[src/rtl/seven_segment_reader.sv]
// Scanned seven-segment panel reader: samples a multiplexed active-low GFEDCBA bus,
// debounces each digit, decodes glyphs back to BCD and hands out one frame per scan.
module seven_segment_reader #(
    parameter int NUM_DIGITS    = 4,
    parameter int STABLE_CYCLES = 4
) (
    input  logic                    clk,
    input  logic                    rst,
    input  logic [6:0]              hex,
    input  logic [NUM_DIGITS-1:0]   dig_sel,
    output logic [4*NUM_DIGITS-1:0] bcd_out,
    output logic [NUM_DIGITS-1:0]   digit_err,
    output logic                    out_valid,
    input  logic                    out_ready,
    output logic                    overrun,
    output logic                    sync_err
);

    localparam int IDX_W = (NUM_DIGITS > 1) ? $clog2(NUM_DIGITS) : 1;
    localparam int CNT_W = $clog2(STABLE_CYCLES + 1);
    localparam logic [CNT_W-1:0] CNT_MAX  = CNT_W'(STABLE_CYCLES);
    localparam logic [IDX_W-1:0] LAST_IDX = IDX_W'(NUM_DIGITS - 1);

    typedef enum logic [1:0] {
        SYNC,
        SETTLE,
        GAP,
        HOLD
    } state_t;

    state_t                  state, state_n;
    logic [IDX_W-1:0]        idx, idx_n;
    logic [6:0]              hex_q;
    logic [NUM_DIGITS-1:0]   sel_q;
    logic [CNT_W-1:0]        cnt;
    logic [4*NUM_DIGITS-1:0] shadow_bcd;
    logic [NUM_DIGITS-1:0]   shadow_err;
    logic [NUM_DIGITS-1:0]   cur_mask;
    logic [NUM_DIGITS-1:0]   prev_mask;
    logic                    legal;
    logic                    stable;
    logic [4:0]              dec;
    logic                    capture;
    logic                    commit;
    logic                    abort;

    function automatic logic [4:0] decode(input logic [6:0] g);
        case (g)
            7'b1000000: decode = 5'h00;
            7'b1111001: decode = 5'h01;
            7'b0100100: decode = 5'h02;
            7'b0110000: decode = 5'h03;
            7'b0011001: decode = 5'h04;
            7'b0010010: decode = 5'h05;
            7'b0000010: decode = 5'h06;
            7'b1111000: decode = 5'h07;
            7'b0000000: decode = 5'h08;
            7'b0010000: decode = 5'h09;
            7'b0000110: decode = 5'h1E;
            default:    decode = 5'h1F;
        endcase
    endfunction

    // Sample once, then count how long the sampled (hex, dig_sel) pair has held still
    always_ff @(posedge clk) begin
        if (rst) begin
            hex_q <= '0;
            sel_q <= '0;
            cnt   <= '0;
        end else begin
            hex_q <= hex;
            sel_q <= dig_sel;
            if (hex == hex_q && dig_sel == sel_q) begin
                if (cnt != CNT_MAX) cnt <= cnt + CNT_W'(1);
            end else begin
                cnt <= CNT_W'(1);
            end
        end
    end

    assign dec       = decode(hex_q);
    assign stable    = (cnt == CNT_MAX);
    assign cur_mask  = NUM_DIGITS'(1) << idx;
    assign prev_mask = (idx == '0) ? '0 : (NUM_DIGITS'(1) << (idx - IDX_W'(1)));
    // Masks are one-hot, so any multi-hot select is automatically illegal
    assign legal     = (sel_q == '0) || (sel_q == cur_mask) ||
                       ((idx != '0) && (sel_q == prev_mask));

    always_ff @(posedge clk) begin
        if (rst) begin
            state <= SYNC;
            idx   <= '0;
        end else begin
            state <= state_n;
            idx   <= idx_n;
        end
    end

    always_comb begin
        state_n = state;
        idx_n   = idx;
        capture = 1'b0;
        commit  = 1'b0;
        abort   = 1'b0;
        case (state)
            SYNC: begin
                idx_n = '0;
                if (sel_q == NUM_DIGITS'(1)) state_n = SETTLE;
            end
            SETTLE: begin
                if (!legal) begin
                    abort = 1'b1;
                end else if (sel_q == cur_mask && stable) begin
                    capture = 1'b1;
                    if (idx == LAST_IDX) begin
                        state_n = HOLD;
                    end else begin
                        idx_n   = idx + IDX_W'(1);
                        state_n = GAP;
                    end
                end
            end
            GAP: begin
                if (!legal) begin
                    abort = 1'b1;
                end else if (sel_q == cur_mask) begin
                    state_n = SETTLE;
                end
            end
            HOLD: begin
                commit  = 1'b1;
                state_n = SYNC;
            end
            default: begin
                state_n = SYNC;
            end
        endcase
        if (abort) begin
            state_n = SYNC;
            idx_n   = '0;
        end
    end

    // Shadow frame assembly plus output handshake; a frame arriving while the
    // previous one is still unclaimed is dropped rather than overwriting it
    always_ff @(posedge clk) begin
        if (rst) begin
            shadow_bcd <= '0;
            shadow_err <= '0;
            bcd_out    <= '0;
            digit_err  <= '0;
            out_valid  <= 1'b0;
            overrun    <= 1'b0;
            sync_err   <= 1'b0;
        end else begin
            sync_err <= abort;
            if (abort) begin
                shadow_bcd <= '0;
                shadow_err <= '0;
            end else if (capture) begin
                shadow_bcd[{idx, 2'b00} +: 4] <= dec[3:0];
                shadow_err[idx]               <= dec[4];
            end
            if (commit && out_valid && !out_ready) begin
                overrun <= 1'b1;
            end else if (commit) begin
                bcd_out   <= shadow_bcd;
                digit_err <= shadow_err;
                out_valid <= 1'b1;
            end else if (out_valid && out_ready) begin
                out_valid <= 1'b0;
            end
        end
    end

endmodule

[config.mk]
export PLATFORM = sky130hd
export DESIGN_NAME = seven_segment_reader
export DESIGN_NICKNAME = d
export VERILOG_FILES = /design/src/rtl/seven_segment_reader.sv
export SDC_FILE = /design/constraint.sdc
export NUM_CORES = 1
export LEC_CHECK = 0
export ABC_AREA = 1
export ABC_CLOCK_PERIOD_IN_PS = 1980
export BUFFER_PORTS_ARGS = -buffer_cell sky130_fd_sc_hd__buf_2
export CAP_MARGIN = 10
export CORE_MARGIN = 2
export CORE_UTILIZATION = 52
export DETAILED_ROUTE_END_ITERATION = 10
export PLACE_DENSITY = 0.78
export SYNTH_ARGS = -nofsm -noshare
export SYNTH_HDL_FRONTEND = slang
export SYNTH_SLANG_ARGS = --single-unit
[constraint.sdc]
create_clock -name clk -period 1.98 [get_ports clk]
set_input_delay 0.396 -clock clk [delete_from_list [all_inputs] [get_ports clk]]
set_output_delay 0.396 -clock clk [all_outputs]
set_load 0.02 [all_outputs]
==> impl_results.md, run 1 <==
- Outcome: complete, no violations
- Number of diodes: 0
- Count leader, synth: nand2_1
- Post-DP HPWL: 4610 µm
- Max Clk Rate: 535 MHz
- Post-synth EDFFs: 0
- Max cap viols: 0
- Crit path cell chain: inv_1 -> ha_2 -> nand2_1 -> nand2_1 -> o21ai_2 -> nor2_4 -> nand3_4 -> nor2_4 -> inv_2 -> nor2_2 -> nand2_1 -> a21oi_2
- IO Pins: 37
- 1st-pass router iterations: 4
- Syn Nets: 449
- Min-delay worst type: in -> reg
- Count of different cell masters after synthesis: 34
- Pwr dens: 782 mW/mm²
- CTS tree: yes
- Critical path arrival: 2.16 ns
- Ys flop type: dfxtp_1
- CTS clock-pin slew for the worst setup and hold paths: 0.07 ns
- Grt peak-use layer: met2
- Chip width: 80.3 µm
- Vias/cell: 4.89
- Wire per inst: 11.6 µm
- Crit path required time: 2.27 ns
- Core area: 0.00557 mm²
- Worst setup EP type: flop
- Asr flop ratio synth: 0%
- Max-Slew Margin vs Limit: 72.4%
- Initial antenna violation count: 0
- CTS Buf Count: 9
- Final Setup Violations: 0
- Crit path top cell by count: nand2_1
- FF-to-FF setup slack: 0.11 ns
- Final WL: 6310 µm
- Die height: 80.3 µm
- CP max stage cell: dfxtp_4
- Vias in the first global route: 2484
- Hold slack: 0.277 ns
- First-pass GRT wire length: 10800 µm
- VDD IR max: 630 µV
- Synth Register Bits: 61
- Met1 Resource Use GR: 26.9%
- Post-synth top cells: nand2_1, nor2_1, dfxtp_1
- Synth top area share: 40.3%
- Netlist Area Pre-Place: 0.00303 mm²
- Final nets: 496
- GP Congestion: 0.870
- Synth Area per Inst: 7.18 µm²
- Max-slew violation count: 0
- Mapped Cells: 422
- GRT overflow: 0
- Slew at the pin closest to its max-slew limit: 0.415 ns
- Tmin final: 1.87 ns
- Met2 Track Usage GR: 35.3%
- Top cells by area, synth: dfxtp_1, nand2_1, nor2_1, inv_1, ha_1
- Hold Buf Count CTS: 0
- Final Cycle Share: 94.5%
- Largest area contributor in the netlist: dfxtp_1
- Fin Clk Skew: 0.00944 ns
- Final worst-path setup slack: 0.109 ns
- Met3 Usage GRT: 5.51%
- Pre-CTS setup slack: 0.0110 ns
- Yosys synthesis warning count: 0
- Initial Utilization: 54.4%
- DR iter-0 viols: 135
- Final ANT Viol Nets: 0
- CTS max path bufs: 2
- Layout cells sized above 1: 20.5%
- Critical Setup Path Class: reg -> reg
- Fin. Hold Viols: 0
- LEAKAGE: 1.60 nW
- Num rows: 27
- Area growth from synthesis to layout: 18.2%
- GRT Resource Usage Total: 21.5%
- Sink Count: 61
- Critical path fanouts, max: 6
- Die area: 0.00645 mm²
- Clk root buf: clkbuf_8
- Vias: 2672
- CTS HTree Levels: 3
- Largest net degree at the start of global routing: 26
- Remaining DRCs: 0
- Startpoint Class: flop
- Skew-Pair Late Insertion Delay: 0.35 ns
- IO Port Bufs: 36
- Post-synthesis sequential area ratio: 40.3%
- Filler cells: 500
- CP max stage delay: 0.38 ns
## report_power, final
group	switching, mW	leakage (nW)	total [mW]	internal, mW
Sequential	0.0344	0.496	1.30	1.26
Clock	0.511	0.0923	1.09	0.578
Combinational	0.270	1.01	0.418	0.148
Total	0.816	1.60	2.80	1.99
## layer usage
layer  wire length (µm)  share of wire [%]
met1               3020                 48
met2               2940                 47
met3                252                4.0
met4                104                1.6
met5                  0                  0
## stage by stage
stage / total power [mW] / setup TNS (ns) / utilization [%] / instance area (µm²) / instances
after floorplan: 1.65 / 0 / - / 3030 / 422
after global placement: 1.73 / 0 / 59.8 / 3330 / 529
after detailed placement: 1.74 / 0 / 59.8 / 3330 / 529
after CTS: 2.82 / 0 / 63.3 / 3530 / 545
after global routing: 2.94 / -0.00104 / 64.3 / 3580 / 546
final: 2.80 / 0 / 64.3 / 3580 / 546
## path summary, 6_finish.rpt
path | from | end | cells after the start
worst max-delay path | idx[1]$_SDFFE_PP0P_ | shadow_bcd[9]$_SDFFE_PP0P_ | 12
worst max register to register | idx[1]$_SDFFE_PP0P_ | shadow_bcd[9]$_SDFFE_PP0P_ | 12
worst min register to register | shadow_err[2]$_SDFFE_PP0P_ | digit_err[2]$_SDFFE_PP0P_ | 2
worst min-delay path | dig_sel[0] | sel_q[0]$_SDFF_PP0_ | 3
## placed cells by master, fill, tap and decap left out, types with 4 or more instances in the layout
master	instances
o21ai_0	25
a21oi_1	25
nor2_1	70
inv_1	51
clkbuf_8	9
nand4_1	15
xor2_1	9
nor3_1	4
nor2_2	5
dfxtp_1	59
a21oi_2	7
buf_4	11
nand2_1	84
nand3_1	16
ha_1	9
inv_2	4
buf_2	36
## logic make-up (layout without fill, tap and decap cells)
kind of cell / count (synthesis) / in the layout / share of synthesized area [%]
AOI/OAI and AO/OA: 62 / 62 / 11.2
xor gates and xnor gates: 11 / 11 / 3.18
and+or+nand+nor: 204 / 204 / 30.3
buffers and inverters: 71 / 123 / 9.66
DFF: 61 / 61 / 40.3
adders and majority gates: 13 / 13 / 5.37
## what timing repair did
action / CTS / global route
resized for setup: 1 / 15
setup endpoints to repair: 2 / 23
endpoints found under the hold margin: 0 / 0
pin swaps: 0 / 3
setup buffers: 0 / 1
cloned: 0 / 0
## registers in the layout, indices dropped and copies added (netlist names)
signal / count
cnt: 3
overrun: 1
sel_q: 4
shadow_err: 4
state: 2
bcd_out: 16
shadow_bcd: 16
idx: 2
out_valid: 1
digit_err: 4
hex_q: 7
sync_err: 1
## critical path: cells and delay by family, from the launching register on
kind | cells | cell delay (ns)
AO/OA/AOI/OAI | 2 | 0.19
adder cells (fa/ha/maj) | 1 | 0.24
buffers and inverters | 2 | 0.20
flip-flops | 1 | 0.38
AND/OR/NAND/NOR | 7 | 0.81
## layout make-up
type / count / area, µm² / share of cell area, %
clock buffer: 10 / 128 / 3.56
clock inverter: 6 / 63.8 / 1.78
inverter: 58 / 223 / 6.22
multi-input combinational: 290 / 1560 / 43.5
sequential: 61 / 1230 / 34.2
tap: 72 / 90.1 / 2.51
timing repair buffer: 49 / 294 / 8.21
Power figures use the tool's default switching activity.
==> run 2, diff against run 1 <==
ABC_AREA = not set   (was 1)
PLACE_DENSITY = 0.79   (was 0.78)
SKIP_LAST_GASP = 1   (was not set)
==> run 2 against run 1 <==
The run now ends with setup timing left. Cell area increased by 2.5%. Sequential share of layout area is 0.78 points lower. Highest routed layer unchanged. Routed wire length grew 6.1%. Fmax is 22% lower. Combinational power shrank 22%. Clock-buffer cell count shrank 1. Critical endpoint is now shadow_bcd[15]$_SDFFE_PP0P_. Non-clock buffer count is 28 higher. Die area is 4.4% lower. Hold slack better by 0.0087 ns. Synthesized cell count is 20% lower.
==> impl_results.md, run 2 <==
- Filler cells: 458 (-8.4%)
- Vias: 2591 (-3.0%)
- Vias in the first global route: 2432 (-2.1%)
- GRT overflow: 0 (unchanged)
- Switching Fraction: 28.2% (-0.93 points)
- Crit path top cell by count: or4_4
- Number of diodes: 0 (unchanged)
- Chip width: 78.6 µm (-2.2%)
- Multi-input logic area: 0.00162 mm² (+4.1%)
- Final nets: 432 (-13%)
- IO Port Bufs: 36 (unchanged)
- Pwr dens: 697 mW/mm² (-11%)
- Crit path required time: 2.27 ns (about the same)
- Die height: 78.6 µm (-2.2%)
- Post-DP HPWL: 4940 µm (+7.0%)
- Final setup TNS: -7.68 ns (-7.68 ns)
- DR iter-0 viols: 175 (+30%)
- Clk root buf: clkbuf_8
- Post-DP Area: 0.00341 mm² (+2.2%)
- Syn Nets: 365 (-19%)
- Pre-CTS setup slack: -0.399 ns (-0.410 ns)
- Placed Instances: 463 (-12%)
- RSZ-0062 raised after global routing: true
- Startpoint Class: flop
- Final ANT Viol Nets: 0 (unchanged)
- Clock power share: 38.0% (-0.9 points)
- R2R depth: 7 (-5)
- Synth Area in XOR/XNOR: 6.36% (+3.2 points)
- Max Clk Rate: 418 MHz (-22%)
- GRT Resource Usage Total: 23.4% (+1.9 points)
- Final worst-path setup slack: -0.412 ns (-0.521 ns)
- RR Endpoint: shadow_bcd[15]$_SDFFE_PP0P_
- CTS tree: yes
- GP Congestion: 0.930 (+6.9%)
- Fin Clk Skew: 0.00651 ns (-0.00293 ns)
- Final WL: 6700 µm (+6.1%)
- IO Pins: 37 (unchanged)
- Tmin final: 2.39 ns (+0.521 ns)
- Adder-Cell Fraction of Synth Area: 5.63% (+0.26 points)
- R2R Path Start: idx[0]$_SDFFE_PP0P_
- Synth Area per Inst: 8.55 µm² (+19%)
- Reg power frac: 49.3% (+3.1 points)
- CP max stage cell: or4_4
- Num rows: 27 (unchanged)
- Largest family of logic cells by synthesized area: simple AND/OR/NAND/NOR gates
- 1st-pass router iterations: 4 (unchanged)
- Layout cells sized above 1: 28.3% (+7.8 points)
- Count leader, synth: dfxtp_1
- Hold slack: 0.286 ns (+0.00871 ns)
- FF-to-FF setup slack: -0.41 ns (-0.52 ns)
- Wire per inst: 13.9 µm (+20%)
- Core area: 0.00544 mm² (-2.4%)
- Skew-Pair Late Insertion Delay: 0.35 ns (about the same)
- Fin. Hold Viols: 0 (unchanged)
- Mux contribution to synthesized area: 0.692% (+0.69 points)
- Yosys synthesis warning count: 0 (unchanged)
- Max-slew violation count: 0 (unchanged)
- CP max stage delay: 0.55 ns (+0.17 ns)
- Max-Slew Margin vs Limit: 67.2% (-5.1 points)
- Post-synth EDFFs: 0 (unchanged)
- CTS max path bufs: 2 (unchanged)
- Mapped Cells: 338 (-20%)
- Compound-Gate Fraction of Synth Area: 16.7% (+5.4 points)
- Worst setup EP type: flop
- Count of different cell masters after synthesis: 46 (+35%)
- VDD IR max: 408 µV (-35%)
- Violated checks: setup timing
- Critical path fanouts, max: 5 (-1)
- Worst Setup EP: shadow_bcd[15]$_SDFFE_PP0P_
- Initial antenna violation count: 0 (unchanged)
- Synth top area share: 42.2% (+1.9 points)
- Outcome: finished with violations
- Remaining DRCs: 0 (unchanged)
- Critical path arrival: 2.68 ns (+0.52 ns)
- Asr flop ratio synth: 0% (unchanged)
- CTS HTree Levels: 3 (unchanged)
- Final Instance Count excl. Fillers: 482 (-12%)
- Critical Setup Path Class: reg -> reg
- Netlist Area Pre-Place: 0.00289 mm² (-4.6%)
- Logic pwr share: 12.7% (-2.2 points)
- Top cells by area, synth: dfxtp_1, nand2_1, a21oi_1, ha_1, xor2_1
- Largest registers: bcd_out: 16 flops, shadow_bcd: 16 flops, hex_q: 7 flops
- Area growth from synthesis to layout: 27.1%
- Max cap viols: 0 (unchanged)
- CTS clock-pin slew for the worst setup and hold paths: 0.07 ns (about the same)
- LEAKAGE: 1.49 nW (-6.6%)
- Ys flop type: dfxtp_1
- Post-synth top cells: dfxtp_1, nand2_1, a21oi_1
- Final Cycle Share: 121% (+26 points)
- Synth Register Bits: 61 (unchanged)
- Die area: 0.00617 mm² (-4.4%)
- Most frequent cells in the layout: dfxtp_1, nand2_1, buf_4, buf_2, a21oi_1
- Slew at the pin closest to its max-slew limit: 0.487 ns (+0.0722 ns)
- Final core utilization: 67.6% (+3.3 points)
- Post-synthesis sequential area ratio: 42.2% (+1.9 points)
- Largest net degree at the start of global routing: 39 (+50%)
- Min-delay worst type: in -> reg
- Post-Synth Simple-Gate Area: 23.8% (-6.4 points)
- Register Area: 0.00123 mm² (+0.20%)
- Vias/cell: 5.38 (+9.8%)
- Initial Utilization: 53.2% (-1.2 points)
- CTS Buf Count: 9 (unchanged)
- Crit. Startpoint: idx[0]$_SDFFE_PP0P_
- Pwr Total: 2.56 mW (-8.7%)
- Internal power: 1.84 mW (-7.5%)
- Psw: 0.721 mW (-12%)
- Sink Count: 61 (unchanged)
- Crit path cell chain: inv_6 -> ha_4 -> xor2_2 -> or4_4 -> or4_4 -> nor4b_4 -> a22o_1
- Commonest non-fill, non-tap cell in the layout: dfxtp_1
- Fin area: 0.00367 mm² (+2.5%)
- First-pass GRT wire length: 11200 µm (+3.8%)
- Largest area contributor in the netlist: dfxtp_1
- Final Setup Violations: 24 (+24)
## run 2: cell count changes after synthesis, sizes merged, moves of 12 or more
cell   delta
nor2     -59
inv      -43
nand2    -35
o21ai    -20
nor2b    +13
a22o     +12
## run 2: area by class of cell
cell class | instances | area share [%]
multi-input combinational | 243 | 44.2
sequential | 61 | 33.4
timing repair buffer | 77 | 13.6
clock buffer | 9 | 3.37
tap | 72 | 2.45
inverter | 13 | 1.53
clock inverter | 7 | 1.43
## run 2: cells by family (layout without fill, tap and decap cells)
group | Yosys count | after routing
and+or+nand+nor | 134 | 134
AOI/OAI and AO/OA | 73 | 73
DFF | 61 | 61
buffers and inverters | 34 | 106
xor gates and xnor gates | 21 | 21
adders and majority gates | 13 | 13
muxes | 2 | 2
## run 2: what timing repair did
item / 4_1_cts / 5_1_grt
pin swaps: 2 / 3
gates resized for setup: 9 / 5
endpoints found under the hold margin: 0 / 0
endpoints found under the setup margin: 24 / 24
hold buffers: 0 / 0
buffers inserted: 1 / 2
## run 2: how the worst min path moves through the flow
stage	from	end	slack [ns]	cells past startpoint
global route	dig_sel[0]	sel_q[0]$_SDFF_PP0_	0.28	2
CTS	hex[4]	hex_q[4]$_SDFF_PP0_	0.28	2
detailed placement	bcd_out[14]$_SDFFE_PP0P_	bcd_out[14]$_SDFFE_PP0P_	0.44	2
finish	hex[4]	hex_q[4]$_SDFF_PP0_	0.29	2
floorplan	shadow_err[3]$_SDFFE_PP0P_	digit_err[3]$_SDFFE_PP0P_	0.43	2
global placement	shadow_bcd[1]$_SDFFE_PP0P_	shadow_bcd[1]$_SDFFE_PP0P_	0.44	2
## run 2: power groups by stage
stage / combinational, mW / clock (mW) / sequential, mW
floorplan: 0.195 / 0 / 1.28
global placement: 0.293 / 0 / 1.29
detailed placement: 0.299 / 0 / 1.29
CTS: 0.314 / 0.989 / 1.26
global route: 0.361 / 1.05 / 1.26
finish: 0.326 / 0.973 / 1.26
## run 2: per-layer routing
layer	up-vias	GRT usage (%)	share of wire, %
met5	-	0	0
met4	0	10.9	2.2
met3	14	6.44	4.1
met2	62	37.5	49
met1	1199	29.2	45
li1	1316	-	-
## run 2: critical path: cells and delay by family, from the launching register on
family	cells	cell delay, ns
flip-flops	1	0.40
AND/OR/NAND/NOR	3	1.39
buffers and inverters	1	0.05
AO/OA/AOI/OAI	1	0.17
XOR/XNOR	1	0.18
adder cells (fa/ha/maj)	1	0.16
